==> config.mk <==
export PLATFORM = sky130hd
export DESIGN_NAME = axis_rr_pkt_sched
export DESIGN_NICKNAME = d
export VERILOG_FILES = /design/src/rtl/axis_rr_pkt_sched.sv
export SDC_FILE = /design/constraint.sdc
export NUM_CORES = 1
export LEC_CHECK = 0
export ABC_AREA = 1
export CAP_MARGIN = 20
export CORE_MARGIN = 8
export CORE_UTILIZATION = 56
export CTS_BUF_LIST = sky130_fd_sc_hd__clkbuf_4 sky130_fd_sc_hd__clkbuf_8
export DETAILED_ROUTE_END_ITERATION = 10
export PLACE_DENSITY = 0.82
export SYNTH_ARGS = -nofsm -noshare
export SYNTH_HDL_FRONTEND = slang
export SYNTH_SLANG_ARGS = --single-unit
==> constraint.sdc <==
create_clock -name clk -period 2.4 [get_ports clk]
set_input_delay 0.48 -clock clk [delete_from_list [all_inputs] [get_ports clk]]
set_output_delay 0.48 -clock clk [all_outputs]
set_load 0.01 [all_outputs]
==> src/rtl/axis_rr_pkt_sched.sv <==
// Packet-level round-robin scheduler for four AXI-Stream FIFOs feeding a 4:1 mux.
// One input is locked from its first beat through tlast (or a forced release at
// MAX_BEATS), so packets never interleave on the muxed bus.
`timescale 1ns/1ps
module axis_rr_pkt_sched #(
    parameter logic [7:0]  SEL_BASE  = 8'd128,
    parameter logic [15:0] MAX_BEATS = 16'd1024
) (
    input  logic       clk,
    input  logic       rst_n,
    input  logic       sched_en,
    input  logic       axis_in_0_tvalid,
    input  logic       axis_in_1_tvalid,
    input  logic       axis_in_2_tvalid,
    input  logic       axis_in_3_tvalid,
    input  logic       axis_in_0_tlast,
    input  logic       axis_in_1_tlast,
    input  logic       axis_in_2_tlast,
    input  logic       axis_in_3_tlast,
    input  logic       axis_out_tready,
    output logic       axis_in_0_tready,
    output logic       axis_in_1_tready,
    output logic       axis_in_2_tready,
    output logic       axis_in_3_tready,
    output logic [7:0] bus_sel,
    output logic       pkt_done,
    output logic [1:0] pkt_src,
    output logic       err_oversize
);

    typedef enum logic {IDLE, BUSY} state_t;

    state_t      state, state_nxt;
    logic [1:0]  grant, grant_nxt;
    logic [1:0]  ptr, ptr_nxt;
    logic [15:0] beat_cnt, beat_cnt_nxt;
    logic [7:0]  bus_sel_nxt;
    logic        pkt_done_nxt;
    logic [1:0]  pkt_src_nxt;
    logic        err_nxt;

    logic [3:0]  tvalid, tlast, tready;
    logic [1:0]  pick;
    logic        pick_vld;
    logic        beat, last_g, at_limit;

    assign tvalid = {axis_in_3_tvalid, axis_in_2_tvalid, axis_in_1_tvalid, axis_in_0_tvalid};
    assign tlast  = {axis_in_3_tlast,  axis_in_2_tlast,  axis_in_1_tlast,  axis_in_0_tlast};

    assign axis_in_0_tready = tready[0];
    assign axis_in_1_tready = tready[1];
    assign axis_in_2_tready = tready[2];
    assign axis_in_3_tready = tready[3];

    assign last_g   = tlast[grant];
    assign beat     = (state == BUSY) && tvalid[grant] && axis_out_tready;
    // Beat that fills the packet to MAX_BEATS; a tlast on that same beat wins.
    assign at_limit = (beat_cnt == MAX_BEATS - 16'd1);

    // Round-robin pick: scan from ptr downwards in priority so the nearest valid wins.
    always_comb begin
        pick     = ptr;
        pick_vld = 1'b0;
        for (int i = 3; i >= 0; i--) begin
            if (tvalid[ptr + 2'(i)]) begin
                pick     = ptr + 2'(i);
                pick_vld = 1'b1;
            end
        end
    end

    // Next-state, release handling and ready steering.
    always_comb begin
        state_nxt    = state;
        grant_nxt    = grant;
        ptr_nxt      = ptr;
        beat_cnt_nxt = beat_cnt;
        pkt_done_nxt = 1'b0;
        pkt_src_nxt  = pkt_src;
        err_nxt      = err_oversize;
        tready       = 4'b0000;
        case (state)
            IDLE: begin
                if (sched_en && pick_vld) begin
                    state_nxt    = BUSY;
                    grant_nxt    = pick;
                    beat_cnt_nxt = 16'd0;
                end
            end
            BUSY: begin
                tready[grant] = axis_out_tready;
                if (beat) begin
                    if (last_g || at_limit) begin
                        state_nxt    = IDLE;
                        ptr_nxt      = grant + 2'd1;
                        pkt_done_nxt = 1'b1;
                        pkt_src_nxt  = grant;
                        if (!last_g) begin
                            err_nxt = 1'b1;
                        end
                    end else if (beat_cnt != 16'hFFFF) begin
                        beat_cnt_nxt = beat_cnt + 16'd1;
                    end
                end
            end
            default: state_nxt = IDLE;
        endcase
        bus_sel_nxt = (state_nxt == BUSY) ? (SEL_BASE + {6'd0, grant_nxt}) : 8'd0;
    end

    // State and registered outputs; reset abandons any packet in flight.
    always_ff @(posedge clk) begin
        if (!rst_n) begin
            state        <= IDLE;
            grant        <= 2'd0;
            ptr          <= 2'd0;
            beat_cnt     <= 16'd0;
            bus_sel      <= 8'd0;
            pkt_done     <= 1'b0;
            pkt_src      <= 2'd0;
            err_oversize <= 1'b0;
        end else begin
            state        <= state_nxt;
            grant        <= grant_nxt;
            ptr          <= ptr_nxt;
            beat_cnt     <= beat_cnt_nxt;
            bus_sel      <= bus_sel_nxt;
            pkt_done     <= pkt_done_nxt;
            pkt_src      <= pkt_src_nxt;
            err_oversize <= err_nxt;
        end
    end

endmodule

# --- Word-level counts from Yosys, hierarchy flattened ---
# Index checks and enable logic that the tools add are counted.
op_classes:
  add_sub_neg: 6
  magnitude_cmp: 6
  eq_ne: 6
  mux: 35
  bitwise_logic: 3
  n_reduce_logical: 10
ops:
  columns: ["cell", "count"]
  rows:
  - ["16-bit 2-to-1 mux", 4]
  - ["16-bit one-hot mux with 2 select lines", 1]
  - ["16-bit by 1-bit adder with 16-bit output, second input constant", 1]
  - ["16-bit by 10-bit == test with 1-bit output, second input constant", 1]
  - ["16-bit inequality test, second input constant", 1]
  - ["2-bit by 3-bit less-than comparator with 1-bit output, second input constant", 5]
  - ["1-bit 2-to-1 mux", 15]
  - ["1-bit binary-select mux with 2-bit select", 6]
  - ["2-bit 2-to-1 mux", 6]
  - ["8-bit by 2-bit adder with 8-bit output, first input constant", 1]
  - ["4-bit AND reduction", 2]
  - ["3-bit AND reduction", 2]
  - ["2-bit by 1-bit adder with 2-bit output, second input constant", 2]
  - ["2-bit adder, second input constant", 2]
  - ["4-bit AND", 1]
  - ["1-bit logical AND", 4]
  - ["4-bit 2-to-1 mux", 1]
  - ["2-bit by 1-bit inequality test with 1-bit output, second input constant", 2]
  - ["2-bit inequality test, second input constant", 2]
  - ["1-bit demux with 2-bit select", 1]
  - ["2-bit by 1-bit >= comparator with 1-bit output, second input constant", 1]
  - ["1-bit NOT", 2]
  - ["1-bit one-hot mux with 2 select lines", 1]
  - ["2-bit AND reduction", 1]
  - ["1-bit logical OR", 1]
totals:
  reg_bits: 33
  inputBits: 12
  elab_cells: 74

# --- Logic depth before layout (Yosys ltp) ---
logic_depth:
  depth_word: 11
  depth_mapped: 11
  depth_no_buf: 11

# --- Worst setup path before layout ---
# OpenSTA, ideal clock, no wires.
synth_timing:
  kind: "flip-flop to flip-flop"
  start: "register beat_cnt[0]"
  end: "register beat_cnt[2]"
  setup_ns: 0.066
  t_arrival_ns: 1.619
  setup_slack_ns: 0.715
  stages_incl_launch_ff: 12
  path_buffers: 1
  period_less_slack_ns: 1.685
  cell_sequence: "dfxtp_1 -> ha_1 -> nand2_1 -> nor2_2 -> nand2_1 -> nor2_1 -> nor2_1 -> nand3_2 -> nand2_4 -> buf_6 -> nand2_1 -> a21oi_2"
synth_between:
  elab_chain_cells: 5
  word_cells_on_any_way: 11
  cone_classes: "add/sub (1); eq/ne (4); mux (4); reduce/logical (2)"
synth_lines:
  columns: ["item", "line", "source"]
  rows:
  - ["from (decl)", "36", "logic [15:0] beat_cnt, beat_cnt_nxt;"]
  - ["from (signal assigned)", "126", "beat_cnt <= beat_cnt_nxt;"]
  - ["16-bit by 1-bit adder with 16-bit output", "102", "beat_cnt_nxt = beat_cnt + 16'd1;"]
  - ["16-bit 2-to-1 mux", "101", "end else if (beat_cnt != 16'hFFFF) begin"]
  - ["16-bit 2-to-1 mux", "93", "if (last_g || at_limit) begin"]
  - ["16-bit 2-to-1 mux", "92", "if (beat) begin"]
  - ["16-bit one-hot mux with 2 select lines", "82", "case (state)"]
# Several ways; a longest one is shown, not always the timed one. The select of a mux whose other input is x is not followed.
# A chain may end at the register's enable or synchronous reset.

# --- Worst setup path after layout ---
layout_timing:
  start: "register grant[0]"
  end: "output axis_in_0_tready"
layout_between:
  elab_chain_cells: 6
  word_cells_on_any_way: 7
  cone_classes: "order compare (2); mux (3); bitwise (1); reduce/logical (1)"
layout_lines:
  columns: ["item", "line", "source"]
  rows:
  - ["from (decl)", "34", "logic [1:0] grant, grant_nxt;"]
  - ["from (signal assigned)", "124", "grant <= grant_nxt;"]
  - ["2-bit by 3-bit less-than comparator with 1-bit output (not written as such) or 2-bit by 1-bit >= comparator with 1-bit output (tied branches)", "91", "tready[grant] = axis_out_tready;"]
  - ["1-bit logical AND (not written as such)", "91", null]
  - ["1-bit 2-to-1 mux (not written as such)", "91", null]
  - ["1-bit demux with 2-bit select (*)", "91", null]
  - ["4-bit AND (no line) (*)", null, null]
  - ["4-bit 2-to-1 mux (*)", "82", null]
  - ["to (decl)", "21", "output logic axis_in_0_tready,"]
# Every way passes the cells marked *; elsewhere a longest branch is shown, timed or not.

==> metrics.cfg <==
[floorplanning]
ioPinCount = 28
start_util_pct = 57.82
core-area_mm2 = 0.003311
die_w_um = 74.47
std_cell_rows = 21
dieArea_mm2 = 0.005545
die_h_um = 74.47

[synth]
avgSynthCellArea_um2 = 6.215
synth_top_cell_area_share_pct = 29.28
yosysTopAreaCell = dfxtp_1
syn_inst = 308
syn_area_mm2 = 0.001914
yosys_warnings = 0
synthArstFlopShare_pct = 0
synth_cell_types = 27
synth_edf_count = 0
netlist_top_cells_area = dfxtp_1 29%, nand2_1 19%, nand3_1 9.2%
synth.yosys.seq_area_share_pct = 29.28
ys_ff_latch = 28
ys.flop_type = dfxtp_1

[cts]
cts_tree = done
htreeDepth = 1
clk_latency_ns = 0.33
clk_path_buf_depth = 2
post-cts-setup-buffers = 0
cts-root-buf = clkbuf_4
path_clk_slew_ns = 0.15
cts_buffers = 3
clkSinkCount = 28
cts_resized = 0
ctsHoldBuffers = 0

[sta]
fmax_ghz = 0.4313
rsz0062_at_grt = false
slew_violations = 0
worst_clock_skew_ns = 0.003069
finalCritPeriodShare_pct = 96.60
setup_ws_ns = 0.08163
setup-tns-final_ns = 0
hold_viol_final = 0
period_needed_ns = 2.318
finalSetupViolations = 0

[grt]
grt-busiest-layer = met2
first_global_vias = 1785
grt_antenna_before_repair = 0
grt_max_degree = 17
grt_usage_pct = 16.87
use_met2_pct = 28.65
grt-ovfl-total = 0
grt_pass1_wl_um = 7624
grt.met1_usage_pct = 21.47
use_met3_pct = 2.695

[final_layout]
layout-drive-gt1-share_pct = 6.647
fillCellCount = 319
area_growth_pct = 15.10
fin_area_mm2 = 0.002203
antenna_cells = 0
mostFrequentLayoutCells = 97 x nand2_1, 46 x nor2_1, 35 x nand3_1, 28 x inv_1, 28 x dfxtp_1
final_common_cell = nand2_1
nets = 349

[detailed_routing]
first_pass_iters = 4
wl_per_cell_um = 11.51
drc_errors = 0
ant_nets = 0
avgViaCountPerCell = 5.042
routed_wl_um = 4340
drtIter0Drc = 110
vias = 1901

[worst_hold_path]
hold_class = flop to flop
hold_depth = 2

[critical_path]
arrival_ns = 1.84
cp_num_cells = 5
crit_fanout = 9
critical-path-max-stage-delay_ns = 0.58
critPathSlowestCell = clkdlybuf4s50_1
cp_num_buf_inv = 3
ff2ff_path_depth = 9
startpoint_type = flop
path_delay_family = buffers and inverters
required_ns = 1.92
worstPathCellList = inv_2 -> ha_1 -> inv_1 -> nor2_1 -> clkdlybuf4s50_1
end_kind = output port
critPathKind = flop to output port

[placed_design]
hpwl_um = 3399
placed_cell_area_mm2 = 0.002151
gp_congestion = 0.8653
pre_cts_ws_ns = 0.1452
io_buffers = 22

[pwr]
leakage_nw = 0.8711
finalPower_w = 0.0009871
power.density_mw_per_mm2 = 448.0
vdd_drop_max_uv = 444.1

[job]
maxCapViolCount = 0

[status]
outcome = finished clean

cell usage after synthesis, types with 3 or more instances:
library cell / n
nand2_1: 97
clkbuf_1: 3
inv_2: 3
nand4_1: 3
a21oi_1: 20
inv_1: 28
a21oi_2: 3
buf_4: 6
ha_1: 5
nand3_1: 35
o21ai_0: 5
xor2_1: 9
nor2_1: 46
dfxtp_1: 28
flip-flops by register name, indices dropped and copies added (netlist names):
register	flops
err_oversize	1
pkt_src	2
state	1
bus_sel	3
ptr	2
beat_cnt	16
pkt_done	1
grant	2
power by group:
group | total, W | internal [W] | switching (W)
Combinational | 0.000188 | 0.0000717 | 0.000116
Sequential | 0.000490 | 0.000476 | 0.0000132
Clock | 0.000310 | 0.000169 | 0.000141
tightest hold or removal path, stage by stage, from the launching register on:
cell     delay (ns)
dfxtp_1        0.34
nand2_1        0.05
nand2_1        0.05
layout make-up:
cell class / count / area, µm² / share of cell area (%)
Clock buffer: 3 / 22.52 / 1.022
Clock inverter: 1 / 30.03 / 1.363
Inverter: 31 / 116.4 / 5.281
Multi-Input combinational cell: 241 / 1159 / 52.58
Sequential cell: 28 / 560.5 / 25.44
Tap cell: 46 / 57.56 / 2.612
Timing Repair Buffer: 27 / 257.7 / 11.70
cell families (layout without fill, tap and decap cells):
logic type,Yosys count,count (layout),share of synthesized area (%)
simple gates,190,190,42.09
compound gates,30,30,9.150
other cells,1,5,0.1959
xor+xnor,11,11,5.033
buf+inv,43,62,10.98
flops,28,28,29.28
fa+ha+maj,5,5,3.268
through the flow:
step	instances	hold WS (ns)	util, %
floorplan	312	0.4639	-
global placement	373	0.4311	64.97
detailed placement	373	0.4416	64.97
CTS	377	0.4611	66.55
global route	377	0.4971	66.55
finish	377	0.4616	66.55
metal layers:
layer,wire length (µm),vias up
met5,0,-
met4,59,0
met3,206,8
met2,1955,40
met1,2119,845
li1,-,1008
path summary, 6_finish.rpt:
kind                            to    startpoint  slack (ns)
setup / recovery  axis_in_0_tready      grant[0]        0.08
setup reg to reg        pkt_src[1]   beat_cnt[0]        0.35
hold reg to reg       err_oversize  err_oversize        0.46
hold / removal        err_oversize  err_oversize        0.46
(Power assumes the default switching activity.)
==> edit 1, RTL diff (same settings) <==
One comparison of `beat_cnt` changes from == to >=.
--- a/src/rtl/axis_rr_pkt_sched.sv
+++ b/src/rtl/axis_rr_pkt_sched.sv
@@ -57,3 +57,3 @@
     // Beat that fills the packet to MAX_BEATS; a tlast on that same beat wins.
-    assign at_limit = (beat_cnt == MAX_BEATS - 16'd1);
+    assign at_limit = (beat_cnt >= MAX_BEATS - 16'd1);
 
Formal check against the unedited RTL: no difference found for any inputs over 10 cycles, from zero or initial values and one cycle with rst_n low; that may be too few to reach the edited logic, so the function may still have changed.
==> edit 1 against the original RTL <==
Synthesized area down 13%. Die area shrank 10%. First-iteration DRC count fell by 41%. Routed wire length fell by 22%. Power shrank 1.0%. Sequential cell count stayed put. Setup slack better by 72 ps. Sequential power about the same. Cell area shrank 12%. Critical path depth unchanged. Critical path type unchanged. Highest routed layer unchanged.
==> edit 1: results (changes against the original RTL) <==
[outcome]
status=finished, final reports clean  ; unchanged

[clock_network]
postCtsSetupBuffers=0  ; unchanged
root_buffer=clkbuf_4  ; unchanged
clock_latency_ps=330  ; about the same
clk_pin_slew_ps=150  ; about the same
numCtsBuffers=3  ; unchanged
ctsResizeCount=0  ; unchanged
clk_path_buf_depth=2  ; unchanged
cts-hold-fix-buffers=0  ; unchanged

[detailed_routing]
top_layer_used=met4  ; unchanged
dr.pass1.iters=4  ; unchanged
wl_met1_mm=1.75  ; was 2.12 mm
dr_wl_met3_um=153  ; was 206 um
wl_met2_mm=1.46  ; was 1.96 mm
drt_iter0_drc=65  ; was 110
wl_per_cell_um=11.0  ; was 11.5 um
routed_wl_mm=3.40  ; was 4.34 mm
vias_per_cell=4.96  ; was 5.04

[grt]
grt_pass1_wl_mm=5.91  ; was 7.62 mm
first_global_vias=1376  ; was 1785
gr-usage-met3_pct=3.53  ; was 2.70%
grtUsageTotal_pct=13.9  ; was 16.9%
use_met1_pct=18.1  ; was 21.5%
grtUsageMet2_pct=22.4  ; was 28.7%

[logic_synthesis]
synth_xor_area_share_pct=3.15  ; was 5.03%
synthTopCellsByArea=dfxtp_1 (34%), nand2_1 (14%), inv_1 (8.1%)  ; was dfxtp_1 (29%), nand2_1 (19%), nand3_1 (9.2%)
ys_types=25  ; was 27
seq_area_frac_synth_pct=33.6  ; was 29.3%
synth_fa_ha_area_share_pct=3.75  ; was 3.27%
synth_mux_area_share_pct=0  ; unchanged
async_flop_share_pct=0  ; unchanged
synth_compound_area_share_pct=8.93  ; was 9.15%
synthTopCellsByCount=nand2_1 (60), inv_1 (36), nor2_1 (30)  ; was nand2_1 (97), nor2_1 (46), nand3_1 (35)
syn_area_per_cell_sq_um=6.59  ; was 6.22 sq um
yosysWarnings=0  ; unchanged

[hold_path]
hold_class=reg2reg  ; unchanged

[pwr]
sequentialPower_mw=0.490  ; about the same
ir_drop_mv=0.443  ; was 0.444 mV
leakage_nw=0.829  ; was 0.871 nW
p_per_area_nw_per_um2=506  ; was 448 nW/um^2
clk-power_mw=0.307
internal_power_mw=0.714  ; was 0.717 mW

[critical_path]
cp_max_fo=9  ; unchanged
cp.arrival_ps=1770  ; was 1840 ps

[timing]
clock_skew_ps=12.9  ; was 3.07 ps

[place]
hpwl_mm=2.65  ; was 3.40 mm
port_buffers=22  ; unchanged
place_congestion=0.902  ; was 0.865
dp_slack_ps=167  ; was 145 ps
place_area_sq_um=1880  ; was 2150 sq um
placedCellCount=305  ; was 373

[finish]
antenna_cells=0  ; unchanged
drive_gt1_share_pct=7.97  ; was 6.65%
top_regs=beat_cnt (16), bus_sel (3)  ; unchanged
nFillCells=267  ; was 319
nNetsFinal=294  ; was 349

edit 1: critical path, stage by stage, from the launching register on:
cell and delay, ps:
dfxtp_1 520, inv_2 120, ha_1 220, inv_1 50, nor2_1 40, clkdlybuf4s50_1 480
edit 1: worst paths after layout:
check	start	end	slack, ps	cells past startpoint
setup / recovery	grant[0]	axis_in_2_tready	150	5
hold / removal	err_oversize	err_oversize	450	2
setup reg to reg	ptr[0]	beat_cnt[3]	510	9
hold reg to reg	err_oversize	err_oversize	450	2
edit 1: area by class of cell:
| cell class | count | area share, % |
|---|---|---|
| flip-flops and latches | 28 | 29.1 |
| clock inverters | 1 | 1.56 |
| well taps | 33 | 2.14 |
| clock buffers | 3 | 1.17 |
| repair buffers | 25 | 12.6 |
| multi-input cells | 180 | 45.9 |
| inverters | 39 | 7.59 |
==> edit 2, RTL diff (same flow settings) <==
Made on the original files. The parameter `MAX_BEATS` goes from 16'd1024 to 16'd768.
--- a/src/rtl/axis_rr_pkt_sched.sv
+++ b/src/rtl/axis_rr_pkt_sched.sv
@@ -6,3 +6,3 @@
     parameter logic [7:0]  SEL_BASE  = 8'd128,
-    parameter logic [15:0] MAX_BEATS = 16'd1024
+    parameter logic [15:0] MAX_BEATS = 16'd768
 ) (
Check against the original RTL: same outputs for any inputs over 10 cycles, from zero or initial values and one cycle with rst_n low; that may be too few to reach the edited logic, so the function may still have changed.
==> edit 2 against the original RTL <==
Hold slack better by 15 ps. Largest cell class unchanged. First-iteration DRC count grew 0.91%. Sequential share of layout area down 0.058 points. Power increased by 3.0%. Count of clock-buffer cells in the layout did not move. Routed wire length shrank 0.41%. Setup slack improved by 78 ps. Largest power group unchanged. Global-route usage down 0.29 points. Cell area increased by 0.23%. Synthesized area decreased by 0.26%. Highest routed layer unchanged. Sequential cell count did not move. Non-clock buffer count up 2.
==> edit 2: results (changes against the original RTL) <==
[outcome]
status=finished, final reports clean  ; unchanged

[critical_path]
r2r_setup_slack_ps=440  ; was 350 ps
r2r_end=beat_cnt[5]  ; was pkt_src[1]
crit_start=grant[1]  ; was grant[0]
r2r_cells=10  ; was 9
cp.arrival_ps=1760  ; was 1840 ps

[detailed_routing]
dr_wl_met3_um=230  ; was 206 um
wl_per_cell_um=11.6  ; was 11.5 um
routed_wl_mm=4.32  ; was 4.34 mm
wl_met2_mm=1.99  ; was 1.96 mm
vias_per_cell=4.99  ; was 5.04
drt_iter0_drc=111  ; was 110

[grt]
grt_pass1_wl_mm=7.31  ; was 7.62 mm
first_global_vias=1668  ; was 1785
use_met1_pct=21.3  ; was 21.5%
grtUsageTotal_pct=16.6  ; was 16.9%
grtUsageMet2_pct=27.5  ; was 28.7%
gr-usage-met3_pct=2.83  ; was 2.70%

[place]
placedCellCount=369  ; was 373
place_congestion=0.936  ; was 0.865
place_area_sq_um=2160  ; was 2150 sq um
hpwl_mm=3.31  ; was 3.40 mm

[pwr]
ir_drop_mv=0.335  ; was 0.444 mV
pwr-share-seq_pct=48.2  ; was 49.6%
p_sw_share_pct=28.4  ; was 27.4%

[timing]
clock_skew_ps=15.0  ; was 3.07 ps

[finish]
nMultiInputCombCells=235  ; was 241
nFillCells=303  ; was 319
buf_share_pct=12.4  ; was 11.7%
clk_share_pct=2.38  ; was 2.39%
n_all_buffers=29  ; was 27
multi_input_area_sq_um=1150  ; was 1160 sq um

[logic_synthesis]
syn_inst=302  ; was 308
ys_types=29  ; was 27
seq_area_frac_synth_pct=29.4  ; was 29.3%

## edit 2: cell count changes in the layout (fill, tap and decap cells not counted), sizes merged
cell | unedited run | this run
nor2 | 47 | 52
nand3 | 37 | 32
o21ai | 6 | 9
nand4 | 3 | 1
a21oi | 23 | 22
nand3b | 1 | 0
buf | 5 | 7
o211ai | 0 | 1
and2 | 0 | 1
nor3 | 2 | 0
nand2 | 100 | 94
o21bai | 1 | 2
## edit 2: metrics by stage
step                utilization, %  worst slack (ps)  power (mW)
floorplan                        -               757       0.650
global placement              65.1               251       0.705
detailed placement            65.1               223       0.710
CTS                           66.7               157        1.02
global route                  66.7              45.8        1.07
finish                        66.7               159        1.02
## edit 2: cells by family (layout without fill, tap and decap cells)
group / after synthesis / in the layout / synth area share, %
simple gates: 180 / 180 / 40.5
buf+inv: 43 / 64 / 11.3
compound gates: 34 / 34 / 10.4
flops: 28 / 28 / 29.4
xor+xnor: 11 / 11 / 5.05
fa+ha+maj: 5 / 5 / 3.28
other cells: 1 / 5 / 0.196
